### config.mk
export PLATFORM = sky130hd
export DESIGN_NAME = jtag_cmd_ctrl_flat
export DESIGN_NICKNAME = d
export VERILOG_FILES = /design/src/rtl/jtag_cmd_ctrl_if.sv /design/src/rtl/jtag_cmd_ctrl.sv /design/src/flat_wrapper.sv
export SDC_FILE = /design/constraint.sdc
export NUM_CORES = 1
export LEC_CHECK = 0
export ABC_AREA = 1
export CAP_MARGIN = 10
export CORE_MARGIN = 2
export CORE_UTILIZATION = 54
export CTS_BUF_LIST = sky130_fd_sc_hd__clkbuf_4 sky130_fd_sc_hd__clkbuf_8
export DETAILED_ROUTE_END_ITERATION = 8
export MAX_ROUTING_LAYER = met4
export PLACE_DENSITY = 0.79
export SLEW_MARGIN = 20
export SYNTH_ARGS = -nofsm -noshare
export SYNTH_HDL_FRONTEND = slang
export SYNTH_SLANG_ARGS = --single-unit
### constraint.sdc
create_clock -name clk -period 3.8 [get_ports clk]
set_input_delay 0.38 -clock clk [delete_from_list [all_inputs] [get_ports clk]]
set_output_delay 0.38 -clock clk [all_outputs]
set_load 0.01 [all_outputs]
### src/rtl/jtag_cmd_ctrl_if.sv
// Purpose: bundles the JTAG byte channel, memory req/gnt port and NPU start
// handshake of jtag_cmd_ctrl into one interface.
//   master : the command controller (drives tx_*, mem_req/we/addr/wdata,
//            npu_start, busy, err)
//   slave  : the surrounding JTAG bridge, memory and NPU
interface jtag_cmd_ctrl_if #(
    parameter int unsigned DW = 8,
    parameter int unsigned AW = 16
);
    logic          rx_valid;
    logic [DW-1:0] rx_data;
    logic [DW-1:0] tx_data;
    logic          tx_valid;
    logic          tx_ack;
    logic          mem_req;
    logic          mem_we;
    logic [AW-1:0] mem_addr;
    logic [DW-1:0] mem_wdata;
    logic          mem_gnt;
    logic          mem_rvalid;
    logic [DW-1:0] mem_rdata;
    logic          npu_start;
    logic          npu_busy;
    logic          busy;
    logic          err;

    modport master (
        input  rx_valid, rx_data, tx_ack, mem_gnt, mem_rvalid, mem_rdata, npu_busy,
        output tx_data, tx_valid, mem_req, mem_we, mem_addr, mem_wdata,
               npu_start, busy, err
    );

    modport slave (
        output rx_valid, rx_data, tx_ack, mem_gnt, mem_rvalid, mem_rdata, npu_busy,
        input  tx_data, tx_valid, mem_req, mem_we, mem_addr, mem_wdata,
               npu_start, busy, err
    );
endinterface

### src/rtl/jtag_cmd_ctrl.sv
// Purpose: parses host byte streams from the virtual-JTAG channel into
// WRITE / READ / START commands, runs the memory transactions over a req/gnt
// port and returns read data through a small FIFO to the JTAG capture path.
// Ports:
//   clk, rst : system clock, synchronous active-high reset
//   bus      : jtag_cmd_ctrl_if.master (rx byte strobe, tx FIFO head/ack,
//              memory req/gnt/rvalid, npu_start/npu_busy, busy, err)
module jtag_cmd_ctrl #(
    parameter int unsigned DW         = 8,
    parameter int unsigned AW         = 16,
    parameter int unsigned FIFO_DEPTH = 4
) (
    input  logic            clk,
    input  logic            rst,
    jtag_cmd_ctrl_if.master bus
);

    localparam int unsigned PW = $clog2(FIFO_DEPTH);
    localparam int unsigned CW = $clog2(FIFO_DEPTH) + 1;
    localparam int unsigned LW = DW + 1;

    localparam logic [2:0] S_IDLE  = 3'd0;
    localparam logic [2:0] S_LEN   = 3'd1;
    localparam logic [2:0] S_ADDR0 = 3'd2;
    localparam logic [2:0] S_ADDR1 = 3'd3;
    localparam logic [2:0] S_WDATA = 3'd4;
    localparam logic [2:0] S_WMEM  = 3'd5;
    localparam logic [2:0] S_RREQ  = 3'd6;
    localparam logic [2:0] S_RWAIT = 3'd7;

    localparam logic [1:0] OP_NOP   = 2'b00;
    localparam logic [1:0] OP_WRITE = 2'b01;
    localparam logic [1:0] OP_READ  = 2'b10;
    localparam logic [1:0] OP_START = 2'b11;

    logic [2:0]    state_q,     state_d;
    logic          is_write_q,  is_write_d;
    logic [LW-1:0] rem_q,       rem_d;
    logic [DW-1:0] addr_lo_q,   addr_lo_d;
    logic [AW-1:0] addr_q,      addr_d;
    logic [DW-1:0] wdata_q,     wdata_d;
    logic          mem_req_q,   mem_req_d;
    logic          mem_we_q,    mem_we_d;
    logic          npu_start_q, npu_start_d;
    logic          busy_q,      busy_d;
    logic          err_q,       err_d;

    logic [DW-1:0] fifo_q [FIFO_DEPTH];
    logic [DW-1:0] fifo_d [FIFO_DEPTH];
    logic [PW-1:0] wr_ptr_q,    wr_ptr_d;
    logic [PW-1:0] rd_ptr_q,    rd_ptr_d;
    logic [CW-1:0] count_q,     count_d;
    logic [DW-1:0] tx_data_q,   tx_data_d;
    logic          tx_valid_q,  tx_valid_d;

    logic          push;
    logic          pop;
    logic          gnt;

    assign gnt = mem_req_q && bus.mem_gnt;

    // Read-return FIFO; registered head so tx_data is valid the cycle after a push/pop.
    always_comb begin
        push     = (state_q == S_RWAIT) && bus.mem_rvalid;
        pop      = bus.tx_ack && (count_q != '0);
        fifo_d   = fifo_q;
        wr_ptr_d = wr_ptr_q;
        rd_ptr_d = rd_ptr_q;
        if (push) begin
            fifo_d[wr_ptr_q] = bus.mem_rdata;
            wr_ptr_d         = wr_ptr_q + PW'(1);
        end
        if (pop) begin
            rd_ptr_d = rd_ptr_q + PW'(1);
        end
        count_d    = count_q + CW'(push) - CW'(pop);
        tx_valid_d = (count_d != '0);
        // fifo_d already holds a same-cycle push, which covers the empty-FIFO bypass
        tx_data_d  = (count_d != '0) ? fifo_d[rd_ptr_d] : '0;
    end

    // Command parser / memory sequencer
    always_comb begin
        state_d     = state_q;
        is_write_d  = is_write_q;
        rem_d       = rem_q;
        addr_lo_d   = addr_lo_q;
        addr_d      = addr_q;
        wdata_d     = wdata_q;
        err_d       = err_q;
        npu_start_d = 1'b0;

        case (state_q)
            S_IDLE: begin
                if (bus.rx_valid) begin
                    case (bus.rx_data[7:6])
                        OP_NOP: begin
                            if (bus.rx_data[0]) err_d = 1'b0;
                        end
                        OP_WRITE, OP_READ: begin
                            if (bus.rx_data[5:0] != 6'd0) begin
                                err_d = 1'b1;
                            end else begin
                                is_write_d = (bus.rx_data[7:6] == OP_WRITE);
                                state_d    = S_LEN;
                            end
                        end
                        OP_START: begin
                            if (bus.rx_data[5:0] != 6'd0 || bus.npu_busy) err_d = 1'b1;
                            else                                          npu_start_d = 1'b1;
                        end
                        default: ;
                    endcase
                end
            end
            S_LEN: begin
                if (bus.rx_valid) begin
                    rem_d   = LW'(bus.rx_data) + LW'(1);
                    state_d = S_ADDR0;
                end
            end
            S_ADDR0: begin
                if (bus.rx_valid) begin
                    addr_lo_d = bus.rx_data;
                    state_d   = S_ADDR1;
                end
            end
            S_ADDR1: begin
                if (bus.rx_valid) begin
                    addr_d  = AW'({bus.rx_data, addr_lo_q});
                    state_d = is_write_q ? S_WDATA : S_RREQ;
                end
            end
            S_WDATA: begin
                if (bus.rx_valid) begin
                    wdata_d = bus.rx_data;
                    state_d = S_WMEM;
                end
            end
            S_WMEM: begin
                if (bus.rx_valid) err_d = 1'b1;
                if (gnt) begin
                    addr_d  = addr_q + AW'(1);
                    rem_d   = rem_q - LW'(1);
                    state_d = (rem_q == LW'(1)) ? S_IDLE : S_WDATA;
                end
            end
            S_RREQ: begin
                if (bus.rx_valid) err_d = 1'b1;
                if (gnt) state_d = S_RWAIT;
            end
            S_RWAIT: begin
                if (bus.rx_valid) err_d = 1'b1;
                if (bus.mem_rvalid) begin
                    addr_d  = addr_q + AW'(1);
                    rem_d   = rem_q - LW'(1);
                    state_d = (rem_q == LW'(1)) ? S_IDLE : S_RREQ;
                end
            end
            default: state_d = S_IDLE;
        endcase

        // In RREQ nothing is outstanding, so a free FIFO slot is the only condition.
        mem_req_d = (state_d == S_WMEM) ||
                    ((state_d == S_RREQ) && (count_d < CW'(FIFO_DEPTH)));
        mem_we_d  = (state_d == S_WMEM);
        busy_d    = (state_d != S_IDLE);
    end

    // State and output registers
    always_ff @(posedge clk) begin
        if (rst) begin
            state_q     <= S_IDLE;
            is_write_q  <= 1'b0;
            rem_q       <= '0;
            addr_lo_q   <= '0;
            addr_q      <= '0;
            wdata_q     <= '0;
            mem_req_q   <= 1'b0;
            mem_we_q    <= 1'b0;
            npu_start_q <= 1'b0;
            busy_q      <= 1'b0;
            err_q       <= 1'b0;
            fifo_q      <= '{default: '0};
            wr_ptr_q    <= '0;
            rd_ptr_q    <= '0;
            count_q     <= '0;
            tx_data_q   <= '0;
            tx_valid_q  <= 1'b0;
        end else begin
            state_q     <= state_d;
            is_write_q  <= is_write_d;
            rem_q       <= rem_d;
            addr_lo_q   <= addr_lo_d;
            addr_q      <= addr_d;
            wdata_q     <= wdata_d;
            mem_req_q   <= mem_req_d;
            mem_we_q    <= mem_we_d;
            npu_start_q <= npu_start_d;
            busy_q      <= busy_d;
            err_q       <= err_d;
            fifo_q      <= fifo_d;
            wr_ptr_q    <= wr_ptr_d;
            rd_ptr_q    <= rd_ptr_d;
            count_q     <= count_d;
            tx_data_q   <= tx_data_d;
            tx_valid_q  <= tx_valid_d;
        end
    end

    assign bus.tx_data   = tx_data_q;
    assign bus.tx_valid  = tx_valid_q;
    assign bus.mem_req   = mem_req_q;
    assign bus.mem_we    = mem_we_q;
    assign bus.mem_addr  = addr_q;
    assign bus.mem_wdata = wdata_q;
    assign bus.npu_start = npu_start_q;
    assign bus.busy      = busy_q;
    assign bus.err       = err_q;

endmodule

### src/flat_wrapper.sv
// flat-port wrapper written by rule: the top's interface ports become plain ports
module jtag_cmd_ctrl_flat 
#(
    parameter int unsigned DW         = 8,
    parameter int unsigned AW         = 16,
    parameter int unsigned FIFO_DEPTH = 4
)
  (clk, rst, bus_rx_valid, bus_rx_data, bus_tx_ack, bus_mem_gnt, bus_mem_rvalid, bus_mem_rdata, bus_npu_busy, bus_tx_data, bus_tx_valid, bus_mem_req, bus_mem_we, bus_mem_addr, bus_mem_wdata, bus_npu_start, bus_busy, bus_err);
  jtag_cmd_ctrl_if #(.DW(DW), .AW(AW)) bus_i ();
  input  logic clk;
  input  logic rst;
  input wire logic [$bits(bus_i.rx_valid)-1:0] bus_rx_valid;
  input wire logic [$bits(bus_i.rx_data)-1:0] bus_rx_data;
  input wire logic [$bits(bus_i.tx_ack)-1:0] bus_tx_ack;
  input wire logic [$bits(bus_i.mem_gnt)-1:0] bus_mem_gnt;
  input wire logic [$bits(bus_i.mem_rvalid)-1:0] bus_mem_rvalid;
  input wire logic [$bits(bus_i.mem_rdata)-1:0] bus_mem_rdata;
  input wire logic [$bits(bus_i.npu_busy)-1:0] bus_npu_busy;
  output wire logic [$bits(bus_i.tx_data)-1:0] bus_tx_data;
  output wire logic [$bits(bus_i.tx_valid)-1:0] bus_tx_valid;
  output wire logic [$bits(bus_i.mem_req)-1:0] bus_mem_req;
  output wire logic [$bits(bus_i.mem_we)-1:0] bus_mem_we;
  output wire logic [$bits(bus_i.mem_addr)-1:0] bus_mem_addr;
  output wire logic [$bits(bus_i.mem_wdata)-1:0] bus_mem_wdata;
  output wire logic [$bits(bus_i.npu_start)-1:0] bus_npu_start;
  output wire logic [$bits(bus_i.busy)-1:0] bus_busy;
  output wire logic [$bits(bus_i.err)-1:0] bus_err;
  assign bus_i.rx_valid = bus_rx_valid;
  assign bus_i.rx_data = bus_rx_data;
  assign bus_i.tx_ack = bus_tx_ack;
  assign bus_i.mem_gnt = bus_mem_gnt;
  assign bus_i.mem_rvalid = bus_mem_rvalid;
  assign bus_i.mem_rdata = bus_mem_rdata;
  assign bus_i.npu_busy = bus_npu_busy;
  assign bus_tx_data = bus_i.tx_data;
  assign bus_tx_valid = bus_i.tx_valid;
  assign bus_mem_req = bus_i.mem_req;
  assign bus_mem_we = bus_i.mem_we;
  assign bus_mem_addr = bus_i.mem_addr;
  assign bus_mem_wdata = bus_i.mem_wdata;
  assign bus_npu_start = bus_i.npu_start;
  assign bus_busy = bus_i.busy;
  assign bus_err = bus_i.err;
  jtag_cmd_ctrl #(.DW(DW), .AW(AW), .FIFO_DEPTH(FIFO_DEPTH)) u_core (.clk(clk), .rst(rst), .bus(bus_i));
endmodule
== Word-level counts from Yosys, hierarchy flattened ==
Index checks and enable logic that the tools add are counted.

* ROM bits: 0
* Bits of input ports: 23
* Latch bits: 0
* Memories kept: 0
* Bits in registers: 98
* Output and inout port bits: 38
* Logic and storage cells: 124
* Memory bits (writable): 0

* Divide/modulo/power cells: 0
* Muxes and demuxes: 38
* Bitwise operators: 7
* Shift operators: 0
* Multipliers: 0
* Equality and inequality tests: 22
* $add $sub $neg: 7
* Order comparisons: 4
* Reduce and logical (&&, ||, !) cells: 26

{| class="wikitable"
|+ Operator list
! operator !! number
|-
| two-way mux 16 bit || 3
|-
| one-hot mux 16 bit (3 select lines) || 1
|-
| two-way mux 3 bit || 12
|-
| bitwise mux 32 bit || 1
|-
| two-way mux 32 bit || 1
|-
| two-way mux 9 bit || 3
|-
| one-hot mux 9 bit (3 select lines) || 1
|-
| two-way mux 8 bit || 3
|-
| one-hot mux 3 bit (8 select lines) || 1
|-
| == test 3 bit, second input constant || 6
|-
| adder 16 x 1 -> 16 bit, second input constant || 1
|-
| binary-select mux 8 bit (select 2 bit) || 1
|-
| demux 8 bit (select 2 bit) || 1
|-
| nonzero test 3 bit || 5
|-
| AND reduction 4 bit || 3
|-
| adder 8 x 1 -> 9 bit, second input constant || 1
|-
| == test 9 x 1 -> 1 bit, second input constant || 1
|-
| subtractor 9 x 1 -> 9 bit, second input constant || 1
|-
| != test 2 bit, second input constant || 4
|-
| == test 3 x 2 -> 1 bit, second input constant || 2
|-
| greater-or-equal comparator 3 bit, second input constant || 2
|-
| two-way mux 1 bit || 6
|-
| != test 3 x 2 -> 1 bit, second input constant || 2
|-
| inverter 2 -> 3 bit || 2
|-
| other kinds (25) || 40
|}

== Depth between registers and ports, before layout ==
* Word-level depth: 10
* Gate-level depth with buffers: 14
* Gate-level depth less buffers: 14

== Least setup slack after synthesis ==
Ideal clock, no wire load.

* Kind: flip-flop to flip-flop
* Start point: register u_core.count_q[1]
* End point: register u_core.tx_data_q[0], in the netlist u_core.bus.tx_data[0]
* Required time: 3674 ps
* Path slack: 1563 ps
* Path buffers: 0
* Clock period less this slack: 2237 ps
* Cell stages (with the launch flop): 14
* Data arrival time: 2111 ps
* Library setup time: 126 ps
* Cell sequence: dfxtp_1 nor2_1 nand2_1 nand2_1 inv_1 ha_1 inv_1 ha_1 fa_1 xnor2_1 xor2_1 nand3_1 nand2_1 a21oi_1

* Longest elaborated chain between the ends: 7
* Elaborated cells on any way between the ends: 12
* Classes of those cells: add/sub: 2; mux: 4; bitwise: 2; reduce/logical: 4

{| class="wikitable"
|+ RTL lines
! element !! line !! text
|-
| start: declaration || jtag_cmd_ctrl.sv:52 || <nowiki>logic [CW-1:0] count_q, count_d;</nowiki>
|-
| start signal: assignment || jtag_cmd_ctrl.sv:205 || <nowiki>count_q <= count_d;</nowiki>
|-
| branches (longest 7 deep; another with adder 3 x 1 -> 3 bit) || -- ||
|-
| end signal: assignment || jtag_cmd_ctrl.sv:206 || <nowiki>tx_data_q <= tx_data_d;</nowiki>
|-
| end: declaration || jtag_cmd_ctrl.sv:53 || <nowiki>logic [DW-1:0] tx_data_q, tx_data_d;</nowiki>
|}

Parallel ways; which one is timed is not known. The select of a mux whose other input is x is not followed.
A chain may end at the register's enable or synchronous reset.

== Worst setup path after layout ==
* Start point: register u_core.count_q[2]
* End point: register u_core.tx_data_q[5], in the netlist u_core.bus.tx_data[5]

Same word-level chain as after synthesis.

==> reports/metrics.csv <==
metric,value,unit
Core Rows,37,
number of DRC violations after detailed-routing iteration 0,373,
transition time of the tightest slew-check pin,1.09,ns
Clock power frac,27.7,%
total power divided by cell area,393,mW/mm^2
clk_skew,0.0158,ns
number of filler cells placed in the layout,988,
highest metal layer with signal wires,met4,
count of input and output buffers,60,
Main synth FF type,dfxtp_1,
total track usage,25.0,%
Remaining DRCs,0,
die width,107,um
final-layout worst hold slack,0.463,ns
Boundary Pins,61,
Max clock buf depth,2,
DIE HEIGHT,107,um
"Clk Latency, worst-skew pair",0.37,ns
count of flip-flops with a built-in enable after synthesis,0,
wire length of the first global-routing pass,22500,um
detailed placer's ending HPWL,9190,um
placeable core area,0.0103,sq mm
met2 wire length,6200,um
area of the die,0.0114,sq mm
worst IR drop on VDD,0.223,mV
Critical Path Source Type,register,
final period utilization,68.6,%
Mapped Avg Cell Area,6.41,sq um
result of the run,"finished, final reports clean",
total wire length,13500,um
Post-Route Setup TNS,0,ns
minimum clock period after layout,2.61,ns
number of antenna diodes,0,
distinct cell type count after synthesis,37,
worst-path fanout max,9,
CP Data Required Time,4.05,ns
number of sinks driven by the clock tree,98,
data arrival time of the critical path,2.86,ns
count of cells along the worst hold path,2,
hold-fix buffer count after cts,0,
"Setup violations, final",0,
post-CTS setup buffer count,0,
CTS resizes,0,
net count after synthesis,931,
number of instances in the synthesized netlist,893,
internal power,1.67,mW
via count of the first global-routing pass,4783,
starting density of the core,55.4,%
kind of critical path,register to register,
post-CTS clock slew at the launch and capture registers of the worst setup and hold paths,0.11,ns
HP Class,register to register,
part of the power in registers,44.6,%
WL/cell,12.6,um
post-synthesis instance area,0.00572,sq mm
initial antenna violation count,0,
RSZ-0062 raised after global routing,no,
Comb pwr share,27.7,%
FMAX,384,MHz
level count of the clock H-tree,3,
routed metal-1 wirelength,6320,um
cell chosen for the clock root,clkbuf_8,
Reg2Reg Depth,13,
Rel. slew slack,27.0,%
clock tree from TritonCTS,done,
vias post-DR,5418,
pin count of the biggest net entering global routing,50,
"Seq/Total Area, Yosys",34.3,%
cell leakage power,2.74,nW
global route overflow,0,
routed vias/inst,5.06,
Switch Pwr,0.860,mW
TritonRoute pass-1 iters,6,
count of antenna-violating nets left after detailed routing,0,
cts bufs inserted,9,
number of storage elements in the synthesis netlist,98,
number of max-cap violations,0,
share of post-route cells with drive strength above 1,7.82,%
element type at the critical path end,register,
number of nets in the layout,967,
switching share of total power,34.0,%
Layout Area Growth over Synthesis,12.6,%
Hold Fails Final Rpt,0,
total length of routed met3 wires,700,um
number of warnings reported in the yosys synthesis log,0,
Final Max Slew Viols,0,
async set or reset register ratio after synthesis,0,%
gp weighted congestion,0.885,
==> cell type report <==
class / instances / area [sq um] / area share, %
multi-input cells: 624 / 2990 / 46.3
inverters: 133 / 509 / 7.90
repair buffers: 63 / 618 / 9.59
flip-flops and latches: 98 / 1960 / 30.4
well taps: 136 / 170 / 2.64
clock inverters: 7 / 73.8 / 1.15
clock buffers: 9 / 124 / 1.92
==> power by group through the flow <==
stage | clock network (mW) | logic [mW] | registers (mW)
6_report | 0.702 | 0.700 | 1.13
5_1_grt | 0.752 | 0.782 | 1.13
4_1_cts | 0.714 | 0.703 | 1.13
3_5_place_dp | 0 | 0.697 | 1.15
3_3_place_gp | 0 | 0.685 | 1.15
2_1_floorplan | 0 | 0.438 | 1.17
==> per-layer routing <==
layer  GRT usage, %  vias up
li1               -     2835
met1           33.2     2432
met2           39.8      131
met3           3.53       20
met4           7.61        0
met5              -        -
==> Yosys cell counts, drive strengths merged (2+ instances only) <==
cell type,instances,share of area [%]
nand2,268,19
inv,133,8.9
nor2,116,8.4
dfxtp,98,34
o21ai,86,7.6
nand3,59,5.4
a21oi,48,4.9
buf,26,3.8
ha,14,3.1
clkbuf,12,0.79
nand4,10,1.2
xnor2,5,0.77
or2,4,0.44
xor2,4,0.61
a31oi,2,0.22
nor3,2,0.17
==> flip-flops by register name (all words and copies together), names as in the netlist <==
signal	count
u_core.fifo_q	32
u_core.bus.mem_addr	16
u_core.rem_q	9
u_core.addr_lo_q	8
u_core.bus.mem_wdata	8
u_core.bus.tx_data	8
u_core.count_q	3
u_core.state_q	3
u_core.rd_ptr_q	2
u_core.wr_ptr_q	2
u_core.bus.busy	1
u_core.bus.err	1
u_core.bus.mem_req	1
u_core.bus.mem_we	1
u_core.bus.npu_start	1
u_core.bus.tx_valid	1
u_core.is_write_q	1
==> cells in the final DEF, fill, tap and decap left out, types with 2 or more instances in the layout <==
cell / netlist / layout
nor2_8: 2 / 2
nor3_1: 2 / 2
ha_1: 14 / 14
nor2_1: 110 / 110
buf_4: 3 / 3
dfxtp_1: 98 / 98
xnor2_1: 5 / 5
nor2_2: 3 / 3
nand3_1: 58 / 58
clkdlybuf4s50_1: 0 / 59
nand2_4: 3 / 3
a21oi_2: 10 / 10
a31oi_1: 2 / 2
nand2_2: 12 / 12
o21ai_1: 11 / 11
clkbuf_8: 0 / 9
inv_1: 118 / 118
inv_2: 13 / 13
nand2_1: 253 / 253
clkinv_2: 0 / 2
o21ai_0: 74 / 74
a21oi_1: 38 / 38
nand4_1: 9 / 9
or2_2: 4 / 4
xor2_1: 4 / 4
inv_6: 2 / 5
==> worst paths after layout <==
| kind | start | to | slack (ns) |
|---|---|---|---|
| max | u_core.count_q[2] | u_core.bus.tx_data[5] | 1.19 |
| max reg2reg | u_core.count_q[2] | u_core.bus.tx_data[5] | 1.19 |
| min | u_core.addr_lo_q[7] | u_core.addr_lo_q[7] | 0.46 |
| min reg2reg | u_core.addr_lo_q[7] | u_core.addr_lo_q[7] | 0.46 |
==> critical path, stage by stage (launching register included) <==
cell and delay (ns):
dfxtp_1 0.33, nor2_1 0.09, nand2_1 0.08, nand2_1 0.10
inv_1 0.06, ha_1 0.26, inv_1 0.04, ha_1 0.18
fa_1 0.38, xnor2_1 0.18, xor2_1 0.29, nand3_1 0.11
nand2_1 0.31, a21oi_1 0.08
==> cell families (layout without fill, tap and decap cells) <==
family,count (synthesis),after routing,synth area share (%)
AOI/OAI and AO/OA,138,138,12.9
xor gates and xnor gates,9,9,1.38
adders and majority gates,15,15,3.41
buffers and inverters,171,212,13.5
DFF,98,98,34.3
and+or+nand+nor,462,462,34.5
==> through the flow <==
stage | std cells | power, mW | instance area (sq um) | util (%) | setup slack (ns)
floorplan | 893 | 1.61 | 5720 | - | 1.56
global placement | 1054 | 1.84 | 6250 | 60.5 | 0.962
detailed placement | 1054 | 1.85 | 6250 | 60.5 | 0.846
CTS | 1070 | 2.54 | 6440 | 62.4 | 1.18
global route | 1070 | 2.67 | 6440 | 62.4 | 0.954
finish | 1070 | 2.53 | 6440 | 62.4 | 1.19
Power figures use the tool's default switching activity.
